## src/rtl/jk_excite_seq.sv

```systemverilog
`default_nettype none
// ============================================================================
// Module   : jk_excite_seq
// Brief    : Drives a JK flip-flop bank toward a target word using the JK
//            excitation table, in direct (all bits) or step (one toggle) mode.
// Revision : 1.0  initial release
// ============================================================================
module jk_excite_seq #(
    parameter int WIDTH      = 4,
    parameter int MAX_DRIVES = 8
) (
    input  logic             clk,
    input  logic             rst,
    input  logic             cmd_valid,
    output logic             cmd_ready,
    input  logic [WIDTH-1:0] cmd_target,
    input  logic             cmd_step,
    input  logic [WIDTH-1:0] q_fb,
    output logic [WIDTH-1:0] j,
    output logic [WIDTH-1:0] k,
    output logic             busy,
    output logic             done,
    output logic             err
);

    localparam int               CNT_W   = $clog2(MAX_DRIVES + 1);
    localparam logic [CNT_W-1:0] MAX_CNT = CNT_W'(MAX_DRIVES);

    typedef enum logic [1:0] {
        S_IDLE   = 2'd0,
        S_DRIVE  = 2'd1,
        S_SETTLE = 2'd2,
        S_DONE   = 2'd3
    } state_t;

    state_t           state;
    state_t           state_nxt;
    logic [WIDTH-1:0] target;
    logic             step_mode;
    logic [CNT_W-1:0] drive_cnt;
    logic             err_r;

    logic [WIDTH-1:0] diff;
    logic [WIDTH-1:0] low_diff;
    logic             accept;
    logic             match;
    logic             exhausted;

    assign diff      = q_fb ^ target;
    // Two's-complement trick isolates the lowest set bit of the difference.
    assign low_diff  = diff & (-diff);
    assign match     = (diff == '0);
    assign exhausted = (drive_cnt == MAX_CNT);
    assign accept    = (state == S_IDLE) && cmd_valid;

    assign cmd_ready = (state == S_IDLE);
    assign busy      = (state == S_DRIVE) || (state == S_SETTLE);
    assign done      = (state == S_DONE);
    assign err       = err_r;

    always_ff @(posedge clk or posedge rst) begin
        if (rst) begin
            state     <= S_IDLE;
            target    <= '0;
            step_mode <= 1'b0;
            drive_cnt <= '0;
            err_r     <= 1'b0;
        end else begin
            state <= state_nxt;
            if (accept) begin
                target    <= cmd_target;
                step_mode <= cmd_step;
                drive_cnt <= '0;
                err_r     <= 1'b0;
            end
            if ((state == S_DRIVE) && !exhausted) begin
                drive_cnt <= drive_cnt + CNT_W'(1);
            end
            if ((state == S_SETTLE) && !match && exhausted) begin
                err_r <= 1'b1;
            end
        end
    end

    always_comb begin
        state_nxt = state;
        j         = '0;
        k         = '0;
        case (state)
            S_IDLE: begin
                if (cmd_valid) begin
                    state_nxt = S_DRIVE;
                end
            end
            S_DRIVE: begin
                if (step_mode) begin
                    j = low_diff;
                    k = low_diff;
                end else begin
                    // Set where target is 1 and q is 0; reset where target is 0 and q is 1.
                    j = diff & target;
                    k = diff & ~target;
                end
                state_nxt = S_SETTLE;
            end
            S_SETTLE: begin
                if (match || exhausted) begin
                    state_nxt = S_DONE;
                end else begin
                    state_nxt = S_DRIVE;
                end
            end
            S_DONE: begin
                state_nxt = S_IDLE;
            end
            default: begin
                state_nxt = S_IDLE;
            end
        endcase
    end

endmodule
`default_nettype wire

```

## config.mk

```make
export PLATFORM = sky130hd
export DESIGN_NAME = jk_excite_seq
export DESIGN_NICKNAME = d
export VERILOG_FILES = /design/src/rtl/jk_excite_seq.sv
export SDC_FILE = /design/constraint.sdc
export NUM_CORES = 1
export LEC_CHECK = 0
export ABC_AREA = 1
export ABC_CLOCK_PERIOD_IN_PS = 2500
export CAP_MARGIN = 30
export CELL_PAD_IN_SITES_DETAIL_PLACEMENT = 0
export CELL_PAD_IN_SITES_GLOBAL_PLACEMENT = 1
export CORE_ASPECT_RATIO = 0.8
export CORE_MARGIN = 2
export CORE_UTILIZATION = 35
export DETAILED_ROUTE_END_ITERATION = 10
export MAX_ROUTING_LAYER = met4
export PLACE_DENSITY = 0.88
export SLEW_MARGIN = 20
export SYNTH_ARGS = -nofsm -noshare
export SYNTH_HDL_FRONTEND = slang
export SYNTH_SLANG_ARGS = --single-unit
```

## constraint.sdc

```tcl
create_clock -name clk -period 2.5 [get_ports clk]
set_clock_uncertainty 0.05 [all_clocks]
set_input_delay 0.5 -clock clk [delete_from_list [all_inputs] [get_ports clk]]
set_output_delay 0.5 -clock clk [all_outputs]
set_load 0.01 [all_outputs]
```

==> flow_summary.yaml, run 1 <==
timing:
  setup-violations-final: 0
  period_needed_ns: 2.39
  setup_tns_ns: 0
  fmax_ghz: 0.418
  tightest_slew_ns: 0.488
  timing.final.ws_setup_ns: 0.106
  hold_viol_final: 0
  rsz0062_at_grt: "no"
  slew_headroom_pct: 67.5
  min_period_over_period_pct: 95.8
  hold_ws_ns: 0.467
  slew_violations: 0
clocking:
  htree_num_levels: 1
  cts_root_buf: "clkbuf_4"
  hold_buffers: 0
  clkTransAtPathRegs_ns: 0.08
  cts_setup_buffers: 0
  numCtsBuffers: 3
  cts.sinks: 12
  insertion_delay_ns: 0.27
  cts_buffer_depth: 2
  cts_tree: "done"
finish:
  most-common-layout-cells: "nand2_1 (24), inv_1 (19), nor2_1 (15), clkdlybuf4s50_1 (15)"
  nNetsFinal: 168
  seq_area_um2: 300
  layout_commonest_cell: "nand2_1"
  area_delta_synth_final_pct: 34.9
  final_area_um2: 1160
  n_fill_cell: 248
  final_layout_size_suffix_gt1_share_pct: 13.5
  utilization_pct: 48.5
  multi_input_area_um2: 509
  diodes: 0
  final-instance-count-excl-fill: 168
logic_synthesis:
  synthesis.area_um2: 857
  yosysTopAreaCellShare_pct: 35.0
  syn_inst: 114
  synth-seq-area-share_pct: 35.0
  synth_seq_cells: 12
  synth_area_per_cell_um2: 7.52
  synth_top_cells_by_area: "dfrtp_1 (35%), ha_1 (20%), nand2_1 (11%)"
  synth_cell_types: 15
  ys_warn_count: 0
  syn_nets: 140
  synth_largest_area_cell: "dfrtp_1"
flow_run:
  drv_cap: 0
placement:
  placedInstanceArea_um2: 1120
  dp_cells: 164
  place_ws_ns: -0.371
  hpwl_um: 1340
  io_buffers: 23
  place_congestion: 0.771
worst_setup_path:
  cp-start-kind: "primary input"
  crit_type: "primary input to output pin"
  r2r_cells: 6
  cpMaxStageDelayCell: "clkdlybuf4s50_1"
  arrival_ns: 1.84
  cp_max_fo: 3
  cp_num_cells: 6
  crit_family: "buffers and inverters"
  path_buf_inv: 3
  required_ns: 1.95
  crit_path_max_incr_delay_ns: 0.48
  cp_cell_sequence: "clkdlybuf4s50_1, inv_1, ha_4, or2_4, a21oi_1, clkbuf_2"
  worstSetupEndpointType: "output pin"
global_route:
  grt_pass1_vias: 639
  grt_max_degree: 13
  grt_pass1_wl_um: 2620
  track_usage_pct: 13.3
  antenna_found_initial: 0
  grt_overflow_total: 0
floorplan:
  die_area_um2: 2860
  num_rows: 16
  die_h_um: 48.3
  fp.coreArea_um2: 2380
  ioPinCount: 24
  initial_core_util_pct: 36.0
  die_w_um: 59.3
route:
  vias: 781
  wl_per_cell_um: 10.5
  drt_pre_antenna_iters: 4
  drcViolationCount: 0
  ant_nets: 0
  drtIter0Drc: 35
  vias_per_cell: 4.65
  wirelength_um: 1760
power:
  leakage_nw: 0.583
  total_power_mw: 1.25
  power.density_nw_per_um2: 1080
  vdd_drop_max_v: 0.000538
min_path:
  holdPathStages: 2
  hp-class: "flip-flop to flip-flop"
run_status:
  status: "finished, final reports clean"
==> registers in the layout, summed over array words and instances, names as in the netlist <==
name / cells
drive_cnt: 4
target: 4
state: 2
err: 1
step_mode: 1
==> where the power goes <==
part / switching, mW / internal [mW]
clock network: 0.0688 / 0.0886
logic: 0.384 / 0.326
registers: 0.0957 / 0.283
total: 0.548 / 0.697
==> worst reg2reg max path, cell delays in order, from the launching register on <==
cell      delay (ns)
dfrtp_1         0.40
inv_1           0.09
ha_1            0.25
nand2_1         0.13
clkinv_1        0.25
nand2_1         0.13
o21ai_0         0.10
==> worst paths after layout <==
check / startpoint / endpoint / slack [ns]
setup reg to reg: state[0] / target[1] / 0.98
min in group asynchronous: rst / drive_cnt[2] / 0.49
hold reg to reg: err / err / 0.47
hold / removal: err / err / 0.47
setup / recovery: q_fb[0] / k[0] / 0.11
max in group asynchronous: rst / drive_cnt[3] / 1.58
==> logic make-up after synthesis <==
logic type | synth area share, %
buffers and inverters | 10.5
flip-flops | 35.0
adder cells (fa/ha/maj) | 20.4
AO/OA/AOI/OAI | 10.5
AND/OR/NAND/NOR | 22.5
XOR/XNOR | 1.02
==> synthesized netlist by cell type <==
cell type	n
a21oi_1	4
buf_6	1
clkinv_1	1
dfrtp_1	12
ha_1	14
inv_1	19
inv_2	1
nand2_1	24
nand3_1	4
nand4_1	2
nor2_1	15
nor3_1	1
o21ai_0	14
or2_4	1
xor2_1	1
==> metal layers <==
layer	GRT usage [%]	vias to the layer above	part of all wire [%]
li1	-	409	-
met1	16.4	355	47
met2	20.7	17	47
met3	5.57	0	6.3
met4	2.73	0	0
met5	-	-	0
==> timing repair <==
item / in CTS / in global routing
endpoints found under the setup margin: 8 / 8
pin swaps: 0 / 1
gates resized for setup: 22 / 12
hold endpoints to repair: 0 / 0
==> cell type report <==
type	count	share of cell area (%)
clock buffers	4	3.14
inverters	21	6.82
multi-input cells	80	44.0
flip-flops and latches	12	26.0
well taps	27	2.92
repair buffers	24	17.1
Note: power is estimated with default switching activity, not from simulation.
==> run 2: changes to the inputs <==
--- a/config.mk
+++ b/config.mk
@@ -16,6 +16,7 @@
 export DETAILED_ROUTE_END_ITERATION = 10
 export MAX_ROUTING_LAYER = met4
 export PLACE_DENSITY = 0.88
+export SKIP_LAST_GASP = 1
 export SLEW_MARGIN = 20
 export SYNTH_ARGS = -nofsm -noshare
 export SYNTH_HDL_FRONTEND = slang
==> flow_summary.yaml, run 2 (synthesis gave the netlist of run 1 again) <==
run_status:
  status: "finished, final reports clean"
power:
  p_int_uw: 697
  p_seq_share_pct: 30.4
  vdd_drop_max_v: 0.000538
  power.density_nw_per_um2: 1080
  leakage_nw: 0.583
  p_switching_uw: 547
  total_power_mw: 1.24
  pwr-share-clk_pct: 12.7
  p_sw_share_pct: 44.0
  p_comb_share_pct: 57.0
worst_setup_path:
  arrival_ns: 1.84
  crit_type: "primary input to output pin"
  cp-start-kind: "primary input"
  required_ns: 1.95
  r2r_start: "state[0]"
  startpoint: "q_fb[0]"
  r2r_end: "target[1]"
  cp_max_fo: 3
  r2r_cells: 6
  worstSetupEndpointType: "output pin"
  reg2reg_slack_ns: 0.98
finish:
  n_fill_cell: 249
  diodes: 0
  top_regs: "drive_cnt x4, target x4, state x2"
  utilization_pct: 48.5
  area_delta_synth_final_pct: 34.9
  nNetsFinal: 168
  most-common-layout-cells: "nand2_1 (24), inv_1 (19), nor2_1 (15), clkdlybuf4s50_1 (15)"
  seq_area_um2: 300
  multi_input_area_um2: 509
  final_layout_size_suffix_gt1_share_pct: 13.5
  layout_commonest_cell: "nand2_1"
route:
  drt_pre_antenna_iters: 4
  vias_per_cell: 4.63
  ant_nets: 0
  wl_per_cell_um: 10.5
  wirelength_um: 1760
  vias: 778
  drcViolationCount: 0
  drtIter0Drc: 24
global_route:
  grt_overflow_total: 0
  grt_max_degree: 13
  grt_pass1_vias: 636
  track_usage_pct: 13.2
  antenna_found_initial: 0
  grt_pass1_wl_um: 2610
clocking:
  cts_root_buf: "clkbuf_4"
  htree_num_levels: 1
  numCtsBuffers: 3
  insertion_delay_ns: 0.28
  clkTransAtPathRegs_ns: 0.08
  cts_tree: "done"
  cts_setup_buffers: 0
  cts.sinks: 12
  cts_buffer_depth: 2
timing:
  slew_violations: 0
  hold_viol_final: 0
  setup-violations-final: 0
  min_period_over_period_pct: 95.6
  period_needed_ns: 2.39
  rsz0062_at_grt: "no"
  fmax_ghz: 0.418
  tightest_slew_ns: 0.479
  slew_headroom_pct: 68.0
floorplan:
  die_area_um2: 2860
  num_rows: 16
  die_h_um: 48.3
  fp.coreArea_um2: 2380
  die_w_um: 59.3
  ioPinCount: 24
  initial_core_util_pct: 36.0
flow_run:
  drv_cap: 0
min_path:
  min_from: "err"
  holdPathEnd: "err"
  hp-class: "flip-flop to flip-flop"
  holdPathStages: 2
placement:
  hpwl_um: 1340
  place_congestion: 0.771
  io_buffers: 23
==> run 2: cell counts in the layout (fill, tap and decap cells not counted) <==
No cell type changed its count.
==> run 2: worst max path at each step <==
stage	endpoint	slack (ns)
3_3_place_gp	j[0]	-0.34
5_1_grt	j[2]	0.03
4_1_cts	j[1]	-0.02
2_1_floorplan	j[0]	0.65
3_5_place_dp	j[0]	-0.37
6_report	k[0]	0.11
==> run 2: power by group through the flow <==
stage	sequential [mW]	clock, mW	combinational (mW)
5_1_grt	0.396	0.170	0.813
2_1_floorplan	0.342	0	0.474
3_5_place_dp	0.374	0	0.717
3_3_place_gp	0.368	0	0.708
6_report	0.378	0.157	0.709
4_1_cts	0.376	0.162	0.718
==> run 2: cell type report <==
type                       instances  share of cell area, %
clock buffer                       4                   3.14
inverter                          21                   6.82
multi-input combinational         80                   44.0
sequential                        12                   26.0
tap                               27                   2.92
timing repair buffer              24                   17.1
==> run 2: repair_timing <==
item / CTS / global route
endpoints found under the setup margin: 8 / 8
hold buffers: 0 / 0
pin swaps: 0 / 1
resized for setup: 20 / 14
==> run 2: worst max-delay path, cell delays in order <==
cell	delay, ns
clkdlybuf4s50_1	0.48
inv_1	0.07
ha_4	0.24
or2_4	0.26
a21oi_1	0.13
clkbuf_2	0.15
==> run 2: routing by layer <==
layer,wire (um),GRT usage (%)
met1,825,16.4
met2,817,20.4
met3,115,5.57
met4,0,2.73
met5,0,-
==> run 2: through the flow <==
| step | hold slack [ns] | instance area, um^2 | cells | setup TNS, ns | setup slack [ns] |
|---|---|---|---|---|---|
| 2_1_floorplan | 0.315 | 857 | 114 | 0 | 0.651 |
| 3_3_place_gp | 0.446 | 1120 | 164 | -2.52 | -0.343 |
| 3_5_place_dp | 0.456 | 1120 | 164 | -2.73 | -0.371 |
| 4_1_cts | 0.475 | 1180 | 168 | -0.0442 | -0.0175 |
| 5_1_grt | 0.512 | 1160 | 168 | 0 | 0.0264 |
| 6_report | 0.467 | 1160 | 168 | 0 | 0.110 |
==> RTL change, RTL diff (settings of run 1) <==
Encoding of `state_t`: now one-hot (4 bits for 4 states).
--- a/src/rtl/jk_excite_seq.sv
+++ b/src/rtl/jk_excite_seq.sv
@@ -26,11 +26,11 @@
     localparam int               CNT_W   = $clog2(MAX_DRIVES + 1);
     localparam logic [CNT_W-1:0] MAX_CNT = CNT_W'(MAX_DRIVES);
 
-    typedef enum logic [1:0] {
-        S_IDLE   = 2'd0,
-        S_DRIVE  = 2'd1,
-        S_SETTLE = 2'd2,
-        S_DONE   = 2'd3
+    typedef enum logic [3:0] {
+        S_IDLE   = 4'b0001,
+        S_DRIVE  = 4'b0010,
+        S_SETTLE = 4'b0100,
+        S_DONE   = 4'b1000
     } state_t;
 
     state_t           state;
Behaviour: same outputs for any inputs over 10 cycles, from zero or initial values and one cycle with rst high; not proved beyond that.
==> RTL change against run 1 <==
Routed wire length increased by 11%; synthesized cell count increased by 12%; setup slack got worse by 0.011 ns; largest power group unchanged; total power decreased by 14%; global-route usage increased by 0.97 points; synthesized area increased by 8.9%; final area increased by 9.0%; final cell count increased by 14%; sequential cell count increased by 2.
==> RTL change: results (changes against run 1) <==
routed_wl_mm: 1.948  # +11%
synth_fa_ha_area_share_pct: 13.40  # -7.0 points
r2r_start: "state[0]"
synth_common_cells: "nand2_1, inv_1, nor2_1"
reg.largest.list: "drive_cnt x4, state x4, target x4"
power.leakage_nw: 0.6724  # +15%
grt_max_degree: 15  # +2
post_dp_cell_area_sq_mm: 0.001215  # +8.7%
ys_seq_area_share_pct: 37.67  # +2.6 points
synthXorXnorAreaFrac_pct: 0.9383  # -0.084 points
synth_top_area_share_pct: 34.85  # -0.18 points
track_usage_pct: 14.27  # +0.97 points
sequentialPower_uw: 395  # +4%
grt_pass1_vias: 800  # +25%
arrival_ns: 1.86  # +0.02 ns
status: "complete, no violations"
post-place-cells: 188  # +15%
ys_top_cells_by_area: "dfrtp_1, nand2_1, ha_1"
gp_congestion: 0.7533  # -2.3%
max_freq_ghz: 0.4158  # -0.44%
relSlewSlack_pct: 66.12  # -1.3 points
r2r_end: "target[3]"
reg2reg_slack_ns: 1.03  # +0.05 ns
layout.nets: 179  # +6.5%
hpwl_mm: 1.521  # +14%
num_vias: 838  # +7.3%
synth_compound_area_share_pct: 3.753  # -6.8 points
drt_iter0_markers: 20  # -43%
routed_via_density: 4.365  # -6.1%
yosysUniqueCellTypes: 19  # +4
ir_worst_vdd_uv: 380.1  # -29%
dp_slack_ns: -0.3599  # +0.01102 ns
hold_slack_ns: 0.4639  # -0.002803 ns
drive_above_1_share_pct: 16.03  # +2.6 points
grt_pass1_wl_mm: 3.201  # +22%
==> RTL change: cell types whose count changed after synthesis, moves of 3 or more <==
cell / before / now
nand3_2: 0 / 3
ha_1: 14 / 10
nand2_1: 24 / 39
nand3_1: 4 / 7
o21ai_0: 14 / 3
inv_1: 19 / 22
==> RTL change: routing by layer <==
layer	part of all wire, %	global-route usage (%)
met4	0	1.064
met5	0	-
met2	45	22.28
met1	50	18.48
met3	4.8	5.412
==> RTL change: final cells by class <==
type	count	area, sq um
clock buffer	4	36.28
fill	271	1222
inverter	24	90.09
multi-input combinational	88	515.5
sequential	14	351.6
tap	36	45.04
timing repair buffer	26	221.5
==> RTL change: repair_timing <==
action,CTS,global route
pin swaps,1,4
gates cloned,0,0
endpoints found under the setup margin,8,7
resized for setup,21,11
==> RTL change: critical path, stage by stage <==
cell	delay (ns)
clkdlybuf4s50_1	0.48
inv_1	0.07
ha_4	0.28
nand3_1	0.08
o21ai_1	0.11
nand2_1	0.09
nor2_1	0.11
buf_2	0.14
